[src/rtl/lcd_bus_monitor_if.sv]
// lcd_bus_monitor_if
//   Groups the HD44780-style character-LCD write bus.
//   master : the LCD controller that drives the bus.
//   slave  : the bus monitor that observes it.
// Signals
//   LCD_E    : enable strobe; a transfer is taken on its falling edge.
//   LCD_RS   : 0 = instruction, 1 = data.
//   LCD_RW   : 0 = write, 1 = read.
//   LCD_DATA : 8-bit bus data.
// Handshake: there is no ready/back-pressure path. A transfer is defined by
// RS/RW/DATA being stable while E is high; the transfer happens when E falls.
interface lcd_bus_monitor_if;
  logic       LCD_E;
  logic       LCD_RS;
  logic       LCD_RW;
  logic [7:0] LCD_DATA;

  modport master (output LCD_E, output LCD_RS, output LCD_RW, output LCD_DATA);
  modport slave  (input  LCD_E, input  LCD_RS, input  LCD_RW, input  LCD_DATA);
endinterface

[src/rtl/lcd_bus_monitor.sv]
// lcd_bus_monitor
//   Receiving end of an HD44780-style LCD write bus. Each falling edge of E
//   is decoded as an instruction or a data write, and a shadow 2x16 character
//   buffer plus cursor/display state is maintained for readback.
// Optional feature: define LCDMON_BUSY_EN to emulate the LCD busy time and
//   flag strobes that arrive while the emulated LCD is still busy (ERR).
// Ports
//   CLK, RESETN : clock; asynchronous active-high reset.
//   bus         : LCD bus (slave modport of lcd_bus_monitor_if).
//   RD_ADDR     : shadow-buffer index, 0-15 line 1, 16-31 line 2.
//   RD_DATA     : registered character at RD_ADDR (1 CLK latency).
//   CUR_ADDR    : DDRAM address counter.
//   DISP_ON     : display-on bit.   ENTRY_INC : entry-mode I/D bit.
//   CMD_VALID   : one-cycle pulse per accepted write strobe.
//   CMD_RS      : RS of last accepted strobe.  CMD_BYTE : its data.
//   LINE2_DONE  : one-cycle pulse when a data write lands at DDRAM 0x4F.
//   ERR         : sticky busy-violation flag (0 without LCDMON_BUSY_EN).
module lcd_bus_monitor #(
  parameter int CLEAR_BUSY  = 64,
  parameter int BUSY_CYCLES = 2
) (
  input  logic                CLK,
  input  logic                RESETN,
  lcd_bus_monitor_if.slave    bus,
  input  logic [4:0]          RD_ADDR,
  output logic [7:0]          RD_DATA,
  output logic [6:0]          CUR_ADDR,
  output logic                DISP_ON,
  output logic                ENTRY_INC,
  output logic                CMD_VALID,
  output logic                CMD_RS,
  output logic [7:0]          CMD_BYTE,
  output logic                LINE2_DONE,
  output logic                ERR
);

  // Synchronizers. Stage 3 of RS/RW/DATA lines up with e_d_q, so it holds
  // the last sample taken while E was still high.
  logic       e_s1_q, e_s2_q, e_d_q;
  logic       rs_s1_q, rs_s2_q, rs_s3_q;
  logic       rw_s1_q, rw_s2_q, rw_s3_q;
  logic [7:0] dat_s1_q, dat_s2_q, dat_s3_q;

  // Architectural state
  logic [7:0] buf_q [32];
  logic [7:0] buf_d [32];
  logic [6:0] cur_q, cur_d;
  logic       disp_q, disp_d;
  logic       inc_q, inc_d;
  logic [7:0] rd_q, rd_d;
  logic       cv_q, cv_d;
  logic       cmd_rs_q, cmd_rs_d;
  logic [7:0] cmd_byte_q, cmd_byte_d;
  logic       l2_q, l2_d;

  logic fall, accept;

  assign fall   = ~e_s2_q & e_d_q;
  assign accept = fall & ~rw_s3_q;

  // One address-counter step. Offsets above 39 (0x28-0x3F on either line)
  // are treated as the line end before stepping.
  function automatic logic [6:0] step_addr(input logic [6:0] a, input logic up);
    logic [5:0] off;
    off = (a[5:0] > 6'd39) ? 6'd39 : a[5:0];
    if (up) step_addr = (off == 6'd39) ? {~a[6], 6'd0}  : {a[6], off + 6'd1};
    else    step_addr = (off == 6'd0)  ? {~a[6], 6'd39} : {a[6], off - 6'd1};
  endfunction

  always_ff @(posedge CLK or posedge RESETN) begin
    if (RESETN) begin
      e_s1_q   <= 1'b0; e_s2_q   <= 1'b0; e_d_q   <= 1'b0;
      rs_s1_q  <= 1'b0; rs_s2_q  <= 1'b0; rs_s3_q <= 1'b0;
      rw_s1_q  <= 1'b0; rw_s2_q  <= 1'b0; rw_s3_q <= 1'b0;
      dat_s1_q <= 8'h00; dat_s2_q <= 8'h00; dat_s3_q <= 8'h00;
    end else begin
      e_s1_q   <= bus.LCD_E;    e_s2_q   <= e_s1_q;   e_d_q   <= e_s2_q;
      rs_s1_q  <= bus.LCD_RS;   rs_s2_q  <= rs_s1_q;  rs_s3_q <= rs_s2_q;
      rw_s1_q  <= bus.LCD_RW;   rw_s2_q  <= rw_s1_q;  rw_s3_q <= rw_s2_q;
      dat_s1_q <= bus.LCD_DATA; dat_s2_q <= dat_s1_q; dat_s3_q <= dat_s2_q;
    end
  end

  always_comb begin
    buf_d      = buf_q;
    cur_d      = cur_q;
    disp_d     = disp_q;
    inc_d      = inc_q;
    cv_d       = accept;
    cmd_rs_d   = cmd_rs_q;
    cmd_byte_d = cmd_byte_q;
    l2_d       = 1'b0;
    // Reading buf_q gives read-before-write on a same-edge write.
    rd_d       = buf_q[RD_ADDR];

    if (accept) begin
      cmd_rs_d   = rs_s3_q;
      cmd_byte_d = dat_s3_q;
      if (rs_s3_q) begin
        if (cur_q[6:4] == 3'b000) buf_d[{1'b0, cur_q[3:0]}] = dat_s3_q;
        if (cur_q[6:4] == 3'b100) buf_d[{1'b1, cur_q[3:0]}] = dat_s3_q;
        l2_d  = (cur_q == 7'h4F);
        cur_d = step_addr(cur_q, inc_q);
      end else begin
        // Highest set bit selects the instruction.
        if (dat_s3_q[7]) begin
          cur_d = dat_s3_q[6:0];
        end else if (dat_s3_q[6:4] != 3'b000) begin
          // CGRAM address, Function Set, Shift: no shadow state.
        end else if (dat_s3_q[3]) begin
          disp_d = dat_s3_q[2];
        end else if (dat_s3_q[2]) begin
          inc_d = dat_s3_q[1];
        end else if (dat_s3_q[1]) begin
          cur_d = 7'h00;
        end else if (dat_s3_q[0]) begin
          for (int i = 0; i < 32; i++) buf_d[i] = 8'h20;
          cur_d = 7'h00;
          inc_d = 1'b1;
        end
      end
    end
  end

  always_ff @(posedge CLK or posedge RESETN) begin
    if (RESETN) begin
      for (int i = 0; i < 32; i++) buf_q[i] <= 8'h20;
      cur_q      <= 7'h00;
      disp_q     <= 1'b0;
      inc_q      <= 1'b1;
      rd_q       <= 8'h20;
      cv_q       <= 1'b0;
      cmd_rs_q   <= 1'b0;
      cmd_byte_q <= 8'h00;
      l2_q       <= 1'b0;
    end else begin
      for (int i = 0; i < 32; i++) buf_q[i] <= buf_d[i];
      cur_q      <= cur_d;
      disp_q     <= disp_d;
      inc_q      <= inc_d;
      rd_q       <= rd_d;
      cv_q       <= cv_d;
      cmd_rs_q   <= cmd_rs_d;
      cmd_byte_q <= cmd_byte_d;
      l2_q       <= l2_d;
    end
  end

  assign RD_DATA    = rd_q;
  assign CUR_ADDR   = cur_q;
  assign DISP_ON    = disp_q;
  assign ENTRY_INC  = inc_q;
  assign CMD_VALID  = cv_q;
  assign CMD_RS     = cmd_rs_q;
  assign CMD_BYTE   = cmd_byte_q;
  assign LINE2_DONE = l2_q;

`ifdef LCDMON_BUSY_EN
  localparam int BMAX = (CLEAR_BUSY > BUSY_CYCLES) ? CLEAR_BUSY : BUSY_CYCLES;
  localparam int BW   = $clog2(BMAX + 1);

  logic [BW-1:0] busy_q, busy_d;
  logic          err_q, err_d;
  logic          long_cmd;

  // Clear Display and Return Home are the slow instructions.
  assign long_cmd = ~rs_s3_q & (dat_s3_q[7:2] == 6'd0) & (dat_s3_q[1:0] != 2'd0);

  always_comb begin
    busy_d = busy_q;
    err_d  = err_q;
    if (accept) begin
      if (busy_q != '0) err_d = 1'b1;
      busy_d = long_cmd ? BW'(CLEAR_BUSY) : BW'(BUSY_CYCLES);
    end else if (busy_q != '0) begin
      busy_d = busy_q - BW'(1);
    end
  end

  always_ff @(posedge CLK or posedge RESETN) begin
    if (RESETN) begin
      busy_q <= '0;
      err_q  <= 1'b0;
    end else begin
      busy_q <= busy_d;
      err_q  <= err_d;
    end
  end

  assign ERR = err_q;
`else
  logic unused_params;
  assign unused_params = ^{32'(CLEAR_BUSY), 32'(BUSY_CYCLES)};
  assign ERR = 1'b0;
`endif

endmodule
[src/flat_wrapper.sv]
// flat-port wrapper written by rule: the top's interface ports become plain ports
module lcd_bus_monitor_flat 
#(
  parameter int CLEAR_BUSY  = 64,
  parameter int BUSY_CYCLES = 2
)
  (CLK, RESETN, RD_ADDR, RD_DATA, CUR_ADDR, DISP_ON, ENTRY_INC, CMD_VALID, CMD_RS, CMD_BYTE, LINE2_DONE, ERR, bus_LCD_E, bus_LCD_RS, bus_LCD_RW, bus_LCD_DATA);
  lcd_bus_monitor_if bus_i ();
  input  logic CLK;
  input  logic RESETN;
  input  logic [4:0] RD_ADDR;
  output logic [7:0] RD_DATA;
  output logic [6:0] CUR_ADDR;
  output logic DISP_ON;
  output logic ENTRY_INC;
  output logic CMD_VALID;
  output logic CMD_RS;
  output logic [7:0] CMD_BYTE;
  output logic LINE2_DONE;
  output logic ERR;
  input wire logic [$bits(bus_i.LCD_E)-1:0] bus_LCD_E;
  input wire logic [$bits(bus_i.LCD_RS)-1:0] bus_LCD_RS;
  input wire logic [$bits(bus_i.LCD_RW)-1:0] bus_LCD_RW;
  input wire logic [$bits(bus_i.LCD_DATA)-1:0] bus_LCD_DATA;
  assign bus_i.LCD_E = bus_LCD_E;
  assign bus_i.LCD_RS = bus_LCD_RS;
  assign bus_i.LCD_RW = bus_LCD_RW;
  assign bus_i.LCD_DATA = bus_LCD_DATA;
  lcd_bus_monitor #(.CLEAR_BUSY(CLEAR_BUSY), .BUSY_CYCLES(BUSY_CYCLES)) u_core (.CLK(CLK), .RESETN(RESETN), .bus(bus_i), .RD_ADDR(RD_ADDR), .RD_DATA(RD_DATA), .CUR_ADDR(CUR_ADDR), .DISP_ON(DISP_ON), .ENTRY_INC(ENTRY_INC), .CMD_VALID(CMD_VALID), .CMD_RS(CMD_RS), .CMD_BYTE(CMD_BYTE), .LINE2_DONE(LINE2_DONE), .ERR(ERR));
endmodule
[config.mk]
export PLATFORM = sky130hd
export DESIGN_NAME = lcd_bus_monitor_flat
export DESIGN_NICKNAME = d
export VERILOG_FILES = /design/src/rtl/lcd_bus_monitor_if.sv /design/src/rtl/lcd_bus_monitor.sv /design/src/flat_wrapper.sv
export SDC_FILE = /design/constraint.sdc
export NUM_CORES = 1
export LEC_CHECK = 0
export CELL_PAD_IN_SITES_DETAIL_PLACEMENT = 1
export CELL_PAD_IN_SITES_GLOBAL_PLACEMENT = 2
export CORE_MARGIN = 2
export CORE_UTILIZATION = 40
export CTS_CLUSTER_DIAMETER = 80
export CTS_CLUSTER_SIZE = 16
export DETAILED_ROUTE_END_ITERATION = 8
export GPL_ROUTABILITY_DRIVEN = 0
export PLACE_DENSITY = 0.79
export SLEW_MARGIN = 5
export SYNTH_ARGS = -nofsm -noshare
export SYNTH_HDL_FRONTEND = slang
export SYNTH_SLANG_ARGS = --single-unit
[constraint.sdc]
create_clock -name CLK -period 12.3 [get_ports CLK]
set_input_delay 1.23 -clock CLK [delete_from_list [all_inputs] [get_ports CLK]]
set_output_delay 1.23 -clock CLK [all_outputs]
set_load 0.03 [all_outputs]
# Word level (Yosys, flattened, before mapping)
# Cells that the tools add are included.
# word_totals
reg_bits	317
in_bits	18
out_inout_bits	29
elab_cells	136
# op_classes
n_addsub	2
magnitude_cmp	6
eq_ne	14
muxes	36
bitwise_logic	12
reduce_logical	13
# op_table
op	count
256-bit 2-to-1 mux	11
256-bit bitwise mux	2
8-bit demux with 5-bit select	2
7-bit 2-to-1 mux	10
8-bit binary-select mux with 5-bit select	1
8-bit 2-to-1 mux	4
7-bit AND reduction	3
6-bit >= comparator (second input constant)	3
6-bit by 1-bit < comparator with 1-bit output (second input constant)	2
2-bit by 1-bit != test with 1-bit output (second input constant)	6
5-bit inverter with 6-bit output	2
5-bit AND reduction	2
3-bit by 1-bit != test with 1-bit output (second input constant)	3
7-bit equality test (second input constant)	1
1-bit inverter	7
6-bit by 1-bit adder with 6-bit output (second input constant)	1
6-bit equality test (second input constant)	1
6-bit > comparator (second input constant)	1
6-bit zero test	1
6-bit 2-to-1 mux	1
3-bit != test (second input constant)	2
4-bit inverter with 6-bit output	1
6-bit by 1-bit subtractor with 6-bit output (second input constant)	1
1-bit 2-to-1 mux	5
7 further kinds	10

# Logic depth before layout (Yosys ltp)
# Gate-level depths: netlist of the first run.
# depth
word_depth	12
ltp_mapped	9
ltp_nobuf	7

# Least setup slack after synthesis of the first run
# OpenSTA, ideal clock, no wires.
# synth_timing
kind	register -> register
startpoint	reg u_core.cur_q[0] (netlist: u_core.CUR_ADDR[0])
endpoint	reg u_core.cur_q[6] (netlist: u_core.CUR_ADDR[6])
setup_ps	131
arrival_ps	2660
required_ps	12169
setup_slack_ps	9509
path_stages_with_launch	10
n_path_buf	3
period_less_slack_ps	2791
cell_sequence	dfrtp_1 -> clkbuf_1 -> clkbuf_1 -> buf_1 -> nor2_1 -> ha_1 -> or4b_2 -> o32ai_1 -> o21ai_0 -> or3_1
# synth_via
elab_chain_cells	5
elab_cells_between_ends	7
cone_classes	order compare (1); eq/ne (3); mux (1); reduce/logical (2)
# synth_rtl
element	line_no	source
start, declared	lcd_bus_monitor.sv:47	logic [6:0] cur_q, cur_d;
start signal, assigned	lcd_bus_monitor.sv:138	cur_q <= cur_d;
6-bit > comparator	lcd_bus_monitor.sv:65	off = (a[5:0] > 6'd39) ? 6'd39 : a[5:0];
6-bit 2-to-1 mux (*)	lcd_bus_monitor.sv:65	
6-bit equality test / 6-bit zero test (equally long branches)	lcd_bus_monitor.sv:66, lcd_bus_monitor.sv:67	
3-bit != test (no source line)	--	
7-bit AND reduction (no source line) (*)	--	
# Every way passes the cells marked *; elsewhere a longest branch is shown, timed or not.
# A chain may end at the register's enable or synchronous reset.

==> results_dict.tcl, run 1 <==
set metrics [dict create \
    synth_adder_area_share_pct 0.0865 \
    grt_overflow_total 0 \
    ir_drop_mv 0.0971 \
    p_sw_w 0.000665 \
    drcViolationCount 0 \
    hold_viol 0 \
    cts_setup_buffers 0 \
    dieWidth_um 194 \
    post-route-min-period_ns 3.61 \
    crit_path_end_kind "async pin" \
    drt_iter0_markers 830 \
    vias_per_cell 6.44 \
    internal_power_w 0.00164 \
    start_util_pct 40.7 \
    drive_gt1_share_pct 14.7 \
    cts_tree "done" \
    status "finished clean" \
    die_y_um 194 \
    rows 69 \
    r2r-start "u_core.e_s2_q$_DFF_PP0_" \
    antenna_found_initial 2 \
    cts_made_buffers 24 \
    syn-instance-count 1151 \
    avgSynthCellArea_um2 12.6 \
    wl_per_cell_um 27.8 \
    max_slew.worst_pin.slew_ns 1.12 \
    p_leak_nw 6.48 \
    synth_mux_area_share_pct 11.0 \
    netlist_area_mm2 0.0145 \
    timing.fmax_mhz 277 \
    grt.total_usage_pct 24.0 \
    synth-compound-area-share_pct 20.6 \
    path_clk_slew_ns 0.07 \
    hpwl_um 29300 \
    ctsHoldBuffers 0 \
    cp.required_ns 12.82 \
    fin_cells 1601 \
    clockPowerShare_pct 33.2 \
    portBuffers 45 \
    slew_headroom_pct 25.2 \
    setup_viol 0 \
    htree_levels 1 \
    worst_skew_pair.late_latency_ns 0.54 \
    area_delta_synth_final_pct 9.58 \
    yosysSeqAreaShare_pct 55.1 \
    dp_cells 1557 \
    finalSetupTns_ns 0 \
    dr.pass1.iters 6 \
    synth_xor_area_share_pct 0.121 \
    synth_top_family_by_area "compound AO/OA/AOI/OAI gates" \
    min_from "u_core.dat_s2_q[1]$_DFF_PP0_" \
    r2r_slack_ns 9.14 \
    io_pins 47 \
    yosys.area.top_type_share_pct 48.9 \
    comb_power_share_pct 15.8 \
    cp_data_arrival_time_ns 4.12 \
    yosysUniqueCellTypes 73 \
    post-route-period-util_pct 29.3 \
    rsz0062_at_grt "false" \
    crit_type "in -> async" \
    cp-startpoint "RESETN" \
    vias 10300 \
    wirelength_um 44600 \
    synth.area.top_cells "dfrtp_1 (49%), mux4_2 (10%), o2bb2ai_1 (7.2%)" \
    num-nets-final 1141 \
    swShare_pct 28.9 \
    grt_pass1_wl_um 70100 \
    drt.antenna.violating_nets 0 \
    clockRootBuffer "clkbuf_16" \
    synth_area_leader_cell "dfrtp_1" \
    grt_pass1_vias 10900 \
    yosysWarnings 0 \
    grt_start_max_net_pins 114 \
    fin_total_pwr_w 0.00230 \
    synth_common_cells "dfrtp_1 (283), o2bb2ai_1 (119), a22o_1 (86), clkbuf_1 (81), mux4_2 (64)" \
    dieArea_mm2 0.0377 \
    maxCapViolCount 0 \
    cts_num_sinks 317 \
    synth_simple_gate_area_share_pct 8.87 \
    synth_fp_nets 1170 \
    finalClockSkew_ns 0.0212 \
    synth_async_sr_flop_share_pct 100 \
    synth_ff_type "dfrtp_1" \
    start_kind "primary input" \
    p_seq_share_pct 51.0 \
    clockBufferDepth 3 \
    min_path_type "reg -> reg" \
    synth_most_common_cell "dfrtp_1" \
    crit_fanout 113 \
    synth_edf_count 0 \
    power_density_mw_per_mm2 145 \
    ys_ff_latch 317 \
    slew_viol_final 0 \
    ctsResizeCount 0 \
    coreArea_mm2 0.0356 \
]
-- worst max-delay path: stages --
cell and delay, ns:
clkdlybuf4s50_1 0.49, inv_8 0.57, buf_4 0.77, buf_4 0.91
-- layout make-up --
class | count | area [µm²]
Tap cell | 461 | 577
Timing Repair Buffer | 62 | 571
Multi-Input combinational cell | 688 | 5890
Clock inverter | 2 | 23.8
Clock buffer | 41 | 696
Inverter | 29 | 116
Sequential cell | 317 | 7980
Fill cell | 3682 | 19700
Antenna cell | 1 | 2.50
-- cell families after synthesis --
group / after synthesis
DFF: 317
buffers and inverters: 146
other: 1
xor gates and xnor gates: 2
muxes: 79
AOI/OAI and AO/OA: 379
and+or+nand+nor: 226
adders and majority gates: 1
-- worst paths after layout --
kind / end / cells past startpoint
min: u_core.dat_s3_q[1]$_DFF_PP0_ / 0
max in group CLK: CUR_ADDR[2] / 1
min reg2reg: u_core.dat_s3_q[1]$_DFF_PP0_ / 0
max reg2reg: u_core.buf_q[100]$_DFFE_PP0P_ / 7
min in group asynchronous: u_core.rs_s1_q$_DFF_PP0_ / 2
max: u_core.buf_q[160]$_DFFE_PP0P_ / 4
-- routing by layer --
| metal | share of wire, % | track usage [%] | vias to the layer above |
|---|---|---|---|
| li1 | - | - | 4399 |
| met1 | 46 | 35.8 | 5495 |
| met2 | 45 | 36.3 | 354 |
| met3 | 6.3 | 3.83 | 68 |
| met4 | 2.8 | 6.90 | 0 |
| met5 | 0 | 0 | - |
-- layout by cell type, fill, tap and decap left out, types with 4 or more instances in the layout --
| cell type | count |
|---|---|
| nor3_1 | 7 |
| nand4bb_1 | 4 |
| clkbuf_16 | 25 |
| or3_1 | 15 |
| a2bb2oi_1 | 27 |
| o21ai_1 | 14 |
| inv_1 | 27 |
| o2bb2ai_1 | 119 |
| dfrtp_1 | 282 |
| buf_4 | 18 |
| nand2_1 | 54 |
| mux4_2 | 64 |
| nand4_1 | 4 |
| clkbuf_1 | 15 |
| nand4b_1 | 5 |
| and3_1 | 10 |
| nand3_1 | 30 |
| dfstp_2 | 34 |
| nor2_1 | 38 |
| or4_1 | 4 |
| o31ai_1 | 15 |
| nand3b_1 | 4 |
| or3b_2 | 4 |
| a21oi_1 | 8 |
| nand2b_1 | 8 |
| nor3_2 | 4 |
| and2_1 | 4 |
| mux2i_1 | 13 |
| o22ai_1 | 39 |
| a31oi_1 | 5 |
| a22o_1 | 86 |
| o21ai_0 | 35 |
| nor4_1 | 9 |
| clkdlybuf4s50_1 | 43 |
-- power by group through the flow --
| stage | clock (W) | combinational (W) | sequential, W |
|---|---|---|---|
| 3_5_place_dp | 0 | 0.000364 | 0.00119 |
| 3_3_place_gp | 0 | 0.000360 | 0.00119 |
| 6_report | 0.000766 | 0.000364 | 0.00118 |
| 2_1_floorplan | 0 | 0.000244 | 0.00118 |
| 4_1_cts | 0.000785 | 0.000366 | 0.00117 |
| 5_1_grt | 0.000822 | 0.000397 | 0.00118 |
-- state kept, by name, summed over array words and instances (netlist names), 7 cells and up --
register / cells
u_core.RD_DATA: 8
u_core.dat_s1_q: 8
u_core.dat_s2_q: 8
u_core.CMD_BYTE: 8
u_core.buf_q: 256
u_core.dat_s3_q: 8
u_core.CUR_ADDR: 7
-- metrics by stage --
stage               hold WS, ns  utilization (%)  area, µm²  setup slack [ns]
detailed placement        0.336             42.5      15100              7.99
global route              0.357             44.6      15900              8.26
CTS                       0.351             44.6      15900              8.56
finish                    0.349             44.6      15900              8.69
global placement          0.332             42.5      15100              8.01
floorplan                 0.331                -      14500              2.36
No activity file was read; power rests on OpenSTA's default activity.
==> run 2: changes to the inputs <==
--- a/config.mk
+++ b/config.mk
@@ -8,12 +8,12 @@
 export CELL_PAD_IN_SITES_DETAIL_PLACEMENT = 1
 export CELL_PAD_IN_SITES_GLOBAL_PLACEMENT = 2
 export CORE_MARGIN = 2
-export CORE_UTILIZATION = 40
+export CORE_UTILIZATION = 39
 export CTS_CLUSTER_DIAMETER = 80
 export CTS_CLUSTER_SIZE = 16
 export DETAILED_ROUTE_END_ITERATION = 8
 export GPL_ROUTABILITY_DRIVEN = 0
-export PLACE_DENSITY = 0.79
+export PLACE_DENSITY = 0.81
 export SLEW_MARGIN = 5
 export SYNTH_ARGS = -nofsm -noshare
 export SYNTH_HDL_FRONTEND = slang
==> constraint.sdc (replaced) <==
create_clock -name CLK -period 3.2 [get_ports CLK]
set_input_delay 0.32 -clock CLK [delete_from_list [all_inputs] [get_ports CLK]]
set_output_delay 0.32 -clock CLK [all_outputs]
set_load 0.03 [all_outputs]
==> results_dict.tcl, run 2 (same netlist as run 1, synthesis figures left out) <==
set metrics [dict create \
    clockRootBuffer "clkbuf_16" \
    whs_ns 0.0838 \
    slew_viol_final 0 \
    crit_fanout 30 \
    power_density_mw_per_mm2 554 \
    fin_cells 1636 \
    worst_skew_pair.late_latency_ns 0.55 \
    drt_iter0_markers 793 \
    final_cell_mix "dfrtp_1 (282), o2bb2ai_1 (119), a22o_1 (86)" \
    dieArea_mm2 0.0387 \
    maxCapViolCount 0 \
    grt.total_usage_pct 24.0 \
    fin_ws_ns 0.491 \
    dp_cells 1592 \
    crit_path_end_kind "flop" \
    crit_type "reg -> reg" \
    max_slew.worst_pin.slew_ns 0.952 \
    timing.fmax_mhz 369 \
    dieWidth_um 197 \
    finalClockSkew_ns 0.0184 \
    min_path_type "in -> async" \
    post-place-ws_ns 0.572 \
    cp_data_arrival_time_ns 3.13 \
    hpwl_um 29700 \
    top_register "u_core.buf_q" \
    wirelength_um 45400 \
    cts_num_sinks 317 \
    start_util_pct 39.5 \
    dr.pass1.iters 5 \
    hold_viol 0 \
    portBuffers 45 \
    ctsResizeCount 0 \
    io_pins 47 \
    vias_per_cell 6.39 \
    ctsHoldBuffers 0 \
    drt.antenna.violating_nets 0 \
    antenna_found_initial 1 \
    area_delta_synth_final_pct 11.5 \
    setup_viol 0 \
    status "finished clean" \
    grt_pass1_vias 10900 \
    diodes 0 \
    slew_headroom_pct 36.1 \
    nFillCells 3755 \
    die_y_um 197 \
    drive_gt1_share_pct 16.6 \
    grt_start_max_net_pins 120 \
    clockBufferDepth 3 \
    final_common_cell "dfrtp_1" \
    post-route-min-period_ns 2.71 \
    cts_tree "done" \
    htree_levels 1 \
    ir_drop_mv 0.480 \
    vias 10400 \
    grt_pass1_wl_um 70200 \
    drcViolationCount 0 \
    p_leak_nw 6.63 \
    num-nets-final 1169 \
    cts_made_buffers 24 \
    start_kind "flop" \
    cp.required_ns 3.62 \
    path_clk_slew_ns 0.07 \
    largest_register_ff_count 256 \
    rows 70 \
    rsz0062_at_grt "false" \
    cts_setup_buffers 0 \
    grt_overflow_total 0 \
    wl_per_cell_um 27.8 \
    post-route-period-util_pct 84.7 \
    coreArea_mm2 0.0366 \
    finalSetupTns_ns 0 \
]
## run 2: changes by cell type in the layout (fill, tap and decap cells not counted), sizes merged
cell and change:
diode -1, clkbuf +1, buf +28
## run 2: per-stage QoR
stage | power [W] | cell area (µm²) | util (%)
3_3_place_gp | 0.00603 | 15400 | 42.1
6_report | 0.00894 | 16100 | 44.1
3_5_place_dp | 0.00607 | 15400 | 42.1
2_1_floorplan | 0.00549 | 14500 | -
5_1_grt | 0.00931 | 16100 | 44.1
4_1_cts | 0.00901 | 16100 | 44.1
## run 2: final timing paths
path,startpoint,end,slack [ns],cells past startpoint
worst min-delay path,RESETN,u_core.buf_q[86]$_DFFE_PP0P_,0.08,2
min in group CLK,bus_LCD_E,u_core.e_s1_q$_DFF_PP0_,0.21,1
worst max register to register,u_core.CUR_ADDR[2]$_DFFE_PP0P_,u_core.buf_q[26]$_DFFE_PP0P_,0.49,4
worst max-delay path,u_core.CUR_ADDR[2]$_DFFE_PP0P_,u_core.buf_q[26]$_DFFE_PP0P_,0.49,4
worst min register to register,u_core.dat_s1_q[0]$_DFF_PP0_,u_core.dat_s2_q[0]$_DFF_PP0_,0.35,0
max in group asynchronous,RESETN,u_core.buf_q[22]$_DFFE_PP0P_,2.16,3
## run 2: routing by layer
metal	GRT usage [%]	share of wire, %
met1	33.4	43
met2	37.5	47
met3	5.66	7.6
met4	7.18	3.1
met5	0	0.029
## run 2: power by group
group	internal, W	switching (W)
combinational	0.000598	0.000933
sequential	0.00427	0.000212
clock	0.00147	0.00145
total	0.00634	0.00260
## run 2: area by class of cell
type                    count  area, µm²  area share (%)
clock inverters             2       21.3           0.132
repair buffers             90        856            5.30
flip-flops and latches    317       7980            49.4
clock buffers              42        689            4.27
well taps                 468        586            3.63
inverters                  29        113           0.698
multi-input cells         688       5890            36.5
## run 2: worst max-delay path, cell delays in order, from the launching register on
cell and delay (ns):
dfrtp_1 0.94, nand4bb_1 0.67, o21ai_0 0.34, nand3_1 0.29, a22o_1 0.33
